$ cat src/rtl/seg7_scan_ctrl.sv
// rtl/seg7_scan_ctrl.sv - time-multiplexed 7-segment scan controller with dead time,
// frame-atomic display updates and leading-zero blanking
module seg7_scan_ctrl #(
    parameter int NUM_DIGITS   = 4,
    parameter int PRESCALE     = 50000,
    parameter int BLANK_CYCLES = 16
) (
    input  logic                    clk,
    input  logic                    rst,
    input  logic                    enable,
    input  logic [4*NUM_DIGITS-1:0] value,
    input  logic                    load,
    input  logic                    lz_blank,
    output logic [NUM_DIGITS-1:0]   an,
    output logic [6:0]              seg,
    output logic                    frame_done
);
    localparam int IW = (NUM_DIGITS > 1) ? $clog2(NUM_DIGITS) : 1;
    localparam int CW = $clog2(PRESCALE);
    localparam logic [CW-1:0] CNT_LAST   = CW'(PRESCALE - 1);
    localparam logic [CW-1:0] BLANK_LAST = CW'(BLANK_CYCLES - 1);
    localparam logic [IW-1:0] IDX_LAST   = IW'(NUM_DIGITS - 1);

    typedef enum logic [1:0] {IDLE, BLANK, SHOW} state_t;

    state_t                  state, state_n;
    logic [IW-1:0]           idx, idx_n;
    logic [CW-1:0]           cnt, cnt_n;
    logic [4*NUM_DIGITS-1:0] shadow, display;
    logic                    pending;
    logic                    frame_end;
    logic [NUM_DIGITS-1:0]   sup;
    logic                    acc;
    logic [3:0]              nib;
    logic [6:0]              glyph;
    logic [NUM_DIGITS-1:0]   an_n;
    logic [6:0]              seg_n;
    logic                    fd_n;

    always_comb begin
        state_n   = state;
        idx_n     = idx;
        cnt_n     = cnt;
        frame_end = 1'b0;
        if (!enable) begin
            state_n = IDLE;
            idx_n   = '0;
            cnt_n   = '0;
        end else begin
            case (state)
                IDLE: begin
                    state_n = BLANK;
                    idx_n   = '0;
                    cnt_n   = '0;
                end
                BLANK: begin
                    cnt_n = cnt + 1'b1;
                    if (cnt == BLANK_LAST) state_n = SHOW;
                end
                SHOW: begin
                    if (cnt == CNT_LAST) begin
                        state_n = BLANK;
                        cnt_n   = '0;
                        if (idx == IDX_LAST) begin
                            idx_n     = '0;
                            frame_end = 1'b1;
                        end else begin
                            idx_n = idx + 1'b1;
                        end
                    end else begin
                        cnt_n = cnt + 1'b1;
                    end
                end
                default: state_n = IDLE;
            endcase
        end
    end

    // A digit is suppressed when it and every digit above it are zero; digit 0 always shows.
    always_comb begin
        acc = 1'b0;
        sup = '0;
        for (int k = NUM_DIGITS - 1; k >= 0; k--) begin
            acc    = acc | (display[4*k +: 4] != 4'd0);
            sup[k] = lz_blank && !acc && (k != 0);
        end
    end

    always_comb begin
        nib  = 4'd0;
        an_n = '1;
        for (int k = 0; k < NUM_DIGITS; k++) begin
            if (IW'(k) == idx_n) begin
                nib = display[4*k +: 4];
                if (state_n == SHOW && !sup[k]) an_n[k] = 1'b0;
            end
        end
    end

    always_comb begin
        case (nib)
            4'h0: glyph = 7'b1000000;
            4'h1: glyph = 7'b1111001;
            4'h2: glyph = 7'b0100100;
            4'h3: glyph = 7'b0110000;
            4'h4: glyph = 7'b0011001;
            4'h5: glyph = 7'b0010010;
            4'h6: glyph = 7'b0000010;
            4'h7: glyph = 7'b1111000;
            4'h8: glyph = 7'b0000000;
            4'h9: glyph = 7'b0010000;
            4'hA: glyph = 7'b0001000;
            4'hB: glyph = 7'b0000011;
            4'hC: glyph = 7'b1000110;
            4'hD: glyph = 7'b0100001;
            4'hE: glyph = 7'b0000110;
            default: glyph = 7'b0001110;
        endcase
        seg_n = (&an_n) ? 7'b1111111 : glyph;
        fd_n  = (state_n == SHOW) && (cnt_n == CNT_LAST) && (idx_n == IDX_LAST);
    end

    always_ff @(posedge clk) begin
        if (rst) begin
            state      <= BLANK;
            idx        <= '0;
            cnt        <= '0;
            shadow     <= '0;
            display    <= '0;
            pending    <= 1'b0;
            an         <= '1;
            seg        <= 7'b1111111;
            frame_done <= 1'b0;
        end else begin
            state      <= state_n;
            idx        <= idx_n;
            cnt        <= cnt_n;
            an         <= an_n;
            seg        <= seg_n;
            frame_done <= fd_n;
            if (load) shadow <= value;
            // A load landing on the boundary cycle bypasses the shadow straight to the display.
            if (frame_end) begin
                if (load) display <= value;
                else if (pending) display <= shadow;
                pending <= 1'b0;
            end else if (load) begin
                pending <= 1'b1;
            end
        end
    end
endmodule

$ cat config.mk
export PLATFORM = sky130hd
export DESIGN_NAME = seg7_scan_ctrl
export DESIGN_NICKNAME = d
export VERILOG_FILES = /design/src/rtl/seg7_scan_ctrl.sv
export SDC_FILE = /design/constraint.sdc
export NUM_CORES = 1
export LEC_CHECK = 0
export CORE_AREA = 4 4 88 90
export CTS_CLUSTER_DIAMETER = 40
export DETAILED_ROUTE_END_ITERATION = 6
export DIE_AREA = 0 0 92 94
export GPL_TIMING_DRIVEN = 0
export PLACE_DENSITY = 0.74
export SLEW_MARGIN = 20
export SYNTH_ARGS = -nofsm -noshare
export SYNTH_HDL_FRONTEND = slang
export SYNTH_SLANG_ARGS = --single-unit
$ cat constraint.sdc
create_clock -name clk -period 3.7 [get_ports clk]
set_input_delay 0.37 -clock clk [delete_from_list [all_inputs] [get_ports clk]]
set_output_delay 0.37 -clock clk [all_outputs]
set_load 0.02 [all_outputs]
=== Word-level counts from Yosys, hierarchy flattened ===
Memory sizes are Yosys's and may differ from the RTL's. A register that Yosys moved wholly into a read port is not among the register bits.
Index checks and enable logic that the tools add are counted.

* Register bits: 58
* Memory bits (read-only): 112
* Input bits: 21
* Output and inout port bits: 12
* Word-level logic and storage cells: 77
* Memories: 1

{| class="wikitable"
|+ Memory list
! name !! depth !! width !! rd ports !! clocked after memory_dff !! write ports !! line !! source
|-
| (name not given) || 16 || 7 || 1 || 1 || 0 || 101 || <nowiki>case (nib)</nowiki>
|}

* Add/sub/neg operators: 2
* Equality and inequality tests: 11
* Muxes and demuxes: 29
* Bitwise gates (word level): 2
* Reductions and logical operators: 24

{| class="wikitable"
|+ Operators with widths
! operator !! number
|-
| 16-bit two-way mux || 4
|-
| 16-bit case mux with 3 select lines || 1
|-
| 16-bit == test, second input constant || 2
|-
| 16-bit by 1-bit adder with 16-bit output, second input constant || 1
|-
| 16-bit by 4-bit == test with 1-bit output, second input constant || 1
|-
| 4-bit two-way mux || 4
|-
| 1-bit two-way mux || 12
|-
| 2-bit two-way mux || 6
|-
| 4-bit nonzero test || 3
|-
| 2-bit == test, second input constant || 4
|-
| 1-bit logical AND || 8
|-
| 1-bit logical NOT || 6
|-
| 2-bit case mux with 3 select lines || 1
|-
| 2-bit == test, first input constant || 2
|-
| 2-bit logical NOT || 2
|-
| 2-bit case mux with 2 select lines || 1
|-
| 4-bit AND reduction || 1
|-
| 2-bit OR reduction || 2
|-
| 2-bit by 1-bit adder with 2-bit output, second input constant || 1
|-
| 1-bit by 2-bit == test with 1-bit output, first input constant || 1
|-
| 2-bit by 1-bit == test with 1-bit output, second input constant || 1
|-
| 1-bit bitwise OR || 2
|-
| 2-bit AND reduction || 1
|-
| 2-bit nonzero test || 1
|}

=== Longest topological paths before layout ===
* Depth after elaboration: 11
* Gate-level depth with buffers: 13
* Mapped depth without buffers: 12

=== Least setup slack after synthesis ===
Ideal clock, no wire load.

* Path type: register to register
* Start point: reg cnt[0]
* End point: reg seg[0]
* Setup time: 122 ps
* Arrival time: 3,344 ps
* Required time: 3,578 ps
* Slack: 234 ps
* Stages on the path, launching flop included: 14
* Path buffers: 1
* Clock period less this slack: 3,466 ps
* Cell sequence: dfxtp_1 ha_1 or4b_4 nor4_4 buf_6 mux2i_2 mux2i_1 mux2_2 ha_1 nor3b_1 mux2i_1 o211ai_1 a32o_1 nand2_1

* Cells in the longest elaborated chain, start to end: 10
* Elaborated cells between the ends (all ways): 31
* Classes of those cells: 6 x eq/ne; 19 x mux; 6 x reduce/logical

{| class="wikitable"
|+ Ends and longest elaborated chain
! element !! line !! source
|-
| from (decl) || 28 || <nowiki>logic [CW-1:0] cnt, cnt_n;</nowiki>
|-
| from (signal assigned) || 137 || <nowiki>cnt <= cnt_n;</nowiki>
|-
| 16-bit == test or 16-bit by 4-bit == test with 1-bit output (tied branches) || 61, 58 ||
|-
| 2-bit two-way mux (on tied branches) || 61, 58 ||
|-
| 2-bit case mux with 3 select lines || 50 || <nowiki>case (state)</nowiki>
|-
| 2-bit two-way mux || 45 || <nowiki>if (!enable) begin</nowiki>
|-
| 2-bit == test || 95 || <nowiki>if (state_n == SHOW && !sup[k]) an_n[k] = 1'b0;</nowiki>
|-
| 1-bit logical AND || 95 ||
|-
| 1-bit two-way mux || 95 ||
|-
| 1-bit two-way mux || 93 || <nowiki>if (IW'(k) == idx_n) begin</nowiki>
|-
| 4-bit AND reduction || 119 || <nowiki>seg_n = (&an_n) ? 7'b1111111 : glyph;</nowiki>
|-
| 2-bit OR reduction (no line) || n/a ||
|-
| to (decl) || 15 || <nowiki>output logic [6:0] seg,</nowiki>
|}

Several ways; a longest one is shown, not always the timed one.
A chain may end at the register's enable or synchronous reset.

=== Worst setup path in the final report ===
Same ends and word-level chain as after synthesis.

==> results.json <==
{
  "start_util_pct": 47.3,
  "clk_pin_slew_ns": 0.07,
  "mappedNetlistNets": 411,
  "hold_buffers": 0,
  "wl_per_cell_um": 13.9,
  "track_usage_pct": 17.8,
  "outcome": "completed",
  "clkLatencyLatePin_ns": 0.35,
  "clkSinkCount": 65,
  "cts_tree": "built",
  "max-clock-path-buffers": 2,
  "grt_max_degree": 12,
  "setup_tns_ns": 0,
  "vias": 2801,
  "crit_path_max_fanout": 10,
  "skew_ns": 0.00730,
  "timing.final.crit_share_pct": 94.7,
  "synthCells": 382,
  "post-dp-hpwl_um": 5250,
  "finalCriticalPeriod_ns": 3.50,
  "drc": 0,
  "slew_headroom_pct": 56.7,
  "tightest_slew_ns": 0.650,
  "syn_area_um2": 3340,
  "required_ns": 3.93,
  "dp_cells": 511,
  "crit_type": "flop to flop",
  "routed_via_density": 5.30,
  "syn_avg_cell_area_um2": 8.75,
  "synth_cell_types": 57,
  "startpoint_type": "flop",
  "die_w_um": 92,
  "cp.arrival_ns": 3.74,
  "drive_above_1_share_pct": 10.3,
  "die_h_um": 94,
  "p_leak_uw": 0.00146,
  "wl_um": 7330,
  "drt_pre_antenna_iters": 4,
  "power_density_nw_per_um2": 348,
  "nNetsFinal": 454,
  "root_buffer": "clkbuf_8",
  "detail-route-antenna-nets": 0,
  "gp_congestion": 0.810,
  "end_kind": "flop",
  "yosys_register_bits": 65,
  "design.die.area_um2": 8650,
  "yosys_warnings": 0,
  "numPortBuffers": 30,
  "setup_viol_count_final": 0,
  "n_antenna_cell": 0,
  "finalNonFillerCells": 528,
  "dr.first_iter.drc_count": 197,
  "peakVddDrop_v": 0.000237,
  "rsz0062_at_grt": "no",
  "htreeDepth": 3,
  "synth_enable_flop_cells": 0,
  "antenna_found_initial": 0,
  "yosysSeqAreaShare_pct": 39.0,
  "slew_viol_final": 0,
  "async_reset_ff_share_pct": 0,
  "hp-class": "input pin to flop",
  "design_area_um2": 3990,
  "grt_pass1_vias": 2707,
  "cts_inserted_buffers": 9,
  "area_growth_pct": 19.6,
  "dpl_cell_area_um2": 3760,
  "hold_viol": 0,
  "rows": 31,
  "grt-ovfl-total": 0,
  "maxCapViolations": 0,
  "grt_first_pass_wirelength_um": 12300,
  "core_um2": 7060,
  "max_freq_ghz": 0.285,
  "boundaryPins": 33,
  "synth-main-ff-cell": "dfxtp_1"
}
cell type report:
class / instances / area (um^2)
buffer: 23 / 113
clock buffer: 10 / 138
sequential: 65 / 1300
inverter: 7 / 26.3
multi-input combinational: 287 / 1920
clock inverter: 5 / 56.3
tap: 99 / 124
fill: 660 / 3070
timing repair buffer: 32 / 315
where the power goes:
part	internal (uW)	total (uW)	switching (uW)
Clock	324	604	279
Combinational	33.2	68.5	35.4
Sequential	712	717	5.08
Total	1070	1390	320
cells by family (layout without fill, tap and decap cells):
logic type      count (synthesis)  in the layout  share of synthesized area, %
flops                          65             65                          39.0
buf+inv                        30             77                          4.16
fa+ha+maj                       9              9                          3.30
compound gates                 60             60                          11.6
simple gates                  159            159                          24.2
xor+xnor                       20             20                          5.24
mux                            39             39                          12.6
sequential cells by signal, indices dropped and copies added (netlist names):
name and flops:
an 4, cnt 16, display 16, frame_done 1
idx 2, pending 1, seg 7, shadow 16
state 2
per-layer routing:
layer / track usage [%] / part of all wire [%] / up-vias
met1: 21.7 / 47 / 1308
met4: 7.43 / 1.5 / 0
li1: - / - / 1422
met2: 29.8 / 47 / 60
met5: 0 / 0 / -
met3: 4.57 / 3.9 / 11
cell usage after synthesis, drive strengths merged, types with 7 or more instances:
library cell / n / area share (%)
nand4: 7 / 1.3
mux2i: 33 / 10
inv: 7 / 0.79
nand3: 9 / 1.3
xor2: 8 / 2.1
buf: 9 / 1.8
nand2: 23 / 2.6
dfxtp: 65 / 39
o21ai: 12 / 1.8
xnor2: 12 / 3.1
a21oi: 23 / 3.4
nor2: 71 / 8.0
ha: 8 / 3.0
clkbuf: 14 / 1.6
nor3: 9 / 1.5
o211ai: 7 / 1.7
timing repair:
action,CTS,global route
endpoints found under the setup margin,4,3
resized for setup,2,1
pin swaps,0,1
setup buffers,2,0
metrics by stage:
stage	hold WS [ns]	util (%)	setup slack, ns	power, uW
6_report	0.437	56.6	0.196	1390
5_1_grt	0.466	56.6	0.00581	1440
4_1_cts	0.419	56.5	0.0423	1400
3_5_place_dp	0.485	53.3	-0.266	801
3_3_place_gp	0.474	53.3	-0.233	799
2_1_floorplan	0.454	-	0.234	769
placed cells by master (no fill, tap or decap), types with 3 or more instances in the layout:
cell type        instances
xor2_1                   8
a21oi_1                 23
xnor2_1                 12
inv_1                    7
nand4_1                  7
o221ai_1                 4
ha_1                     7
nand4b_1                 3
dfxtp_1                 65
and2_1                   6
mux2_2                   4
o211ai_1                 6
nand3b_1                 3
mux2i_1                 29
buf_2                    3
nor4_1                   3
or3_1                    3
nor2_1                  71
nand3_1                  9
o21ai_0                 11
nand2_1                 23
buf_6                    3
nor3_1                   8
buf_1                    3
clkdlybuf4s50_1         30
and3_1                   4
clkbuf_8                10
clkbuf_1                14
worst max-delay path, cell delays in order, from the launching register on:
cell and delay (ns):
dfxtp_1 0.42, ha_2 0.25, or4b_4 0.49, nor4_4 0.27, buf_6 0.23, mux2i_4 0.35, mux2i_1 0.12, mux2_2 0.35
ha_1 0.27, nor3b_1 0.21, mux2i_1 0.10, o211ai_1 0.12, a32o_1 0.16, nand2_1 0.05
final timing paths:
kind	cells after the start	slack (ns)	from	to
setup / recovery	13	0.20	cnt[0]$_SDFF_PP0_	seg[0]$_SDFF_PP1_
setup reg to reg	13	0.20	cnt[0]$_SDFF_PP0_	seg[0]$_SDFF_PP1_
hold / removal	2	0.44	rst	shadow[11]$_SDFFE_PP0P_
hold reg to reg	2	0.49	shadow[13]$_SDFFE_PP0P_	shadow[13]$_SDFFE_PP0P_
No activity file was read; power rests on OpenSTA's default activity.
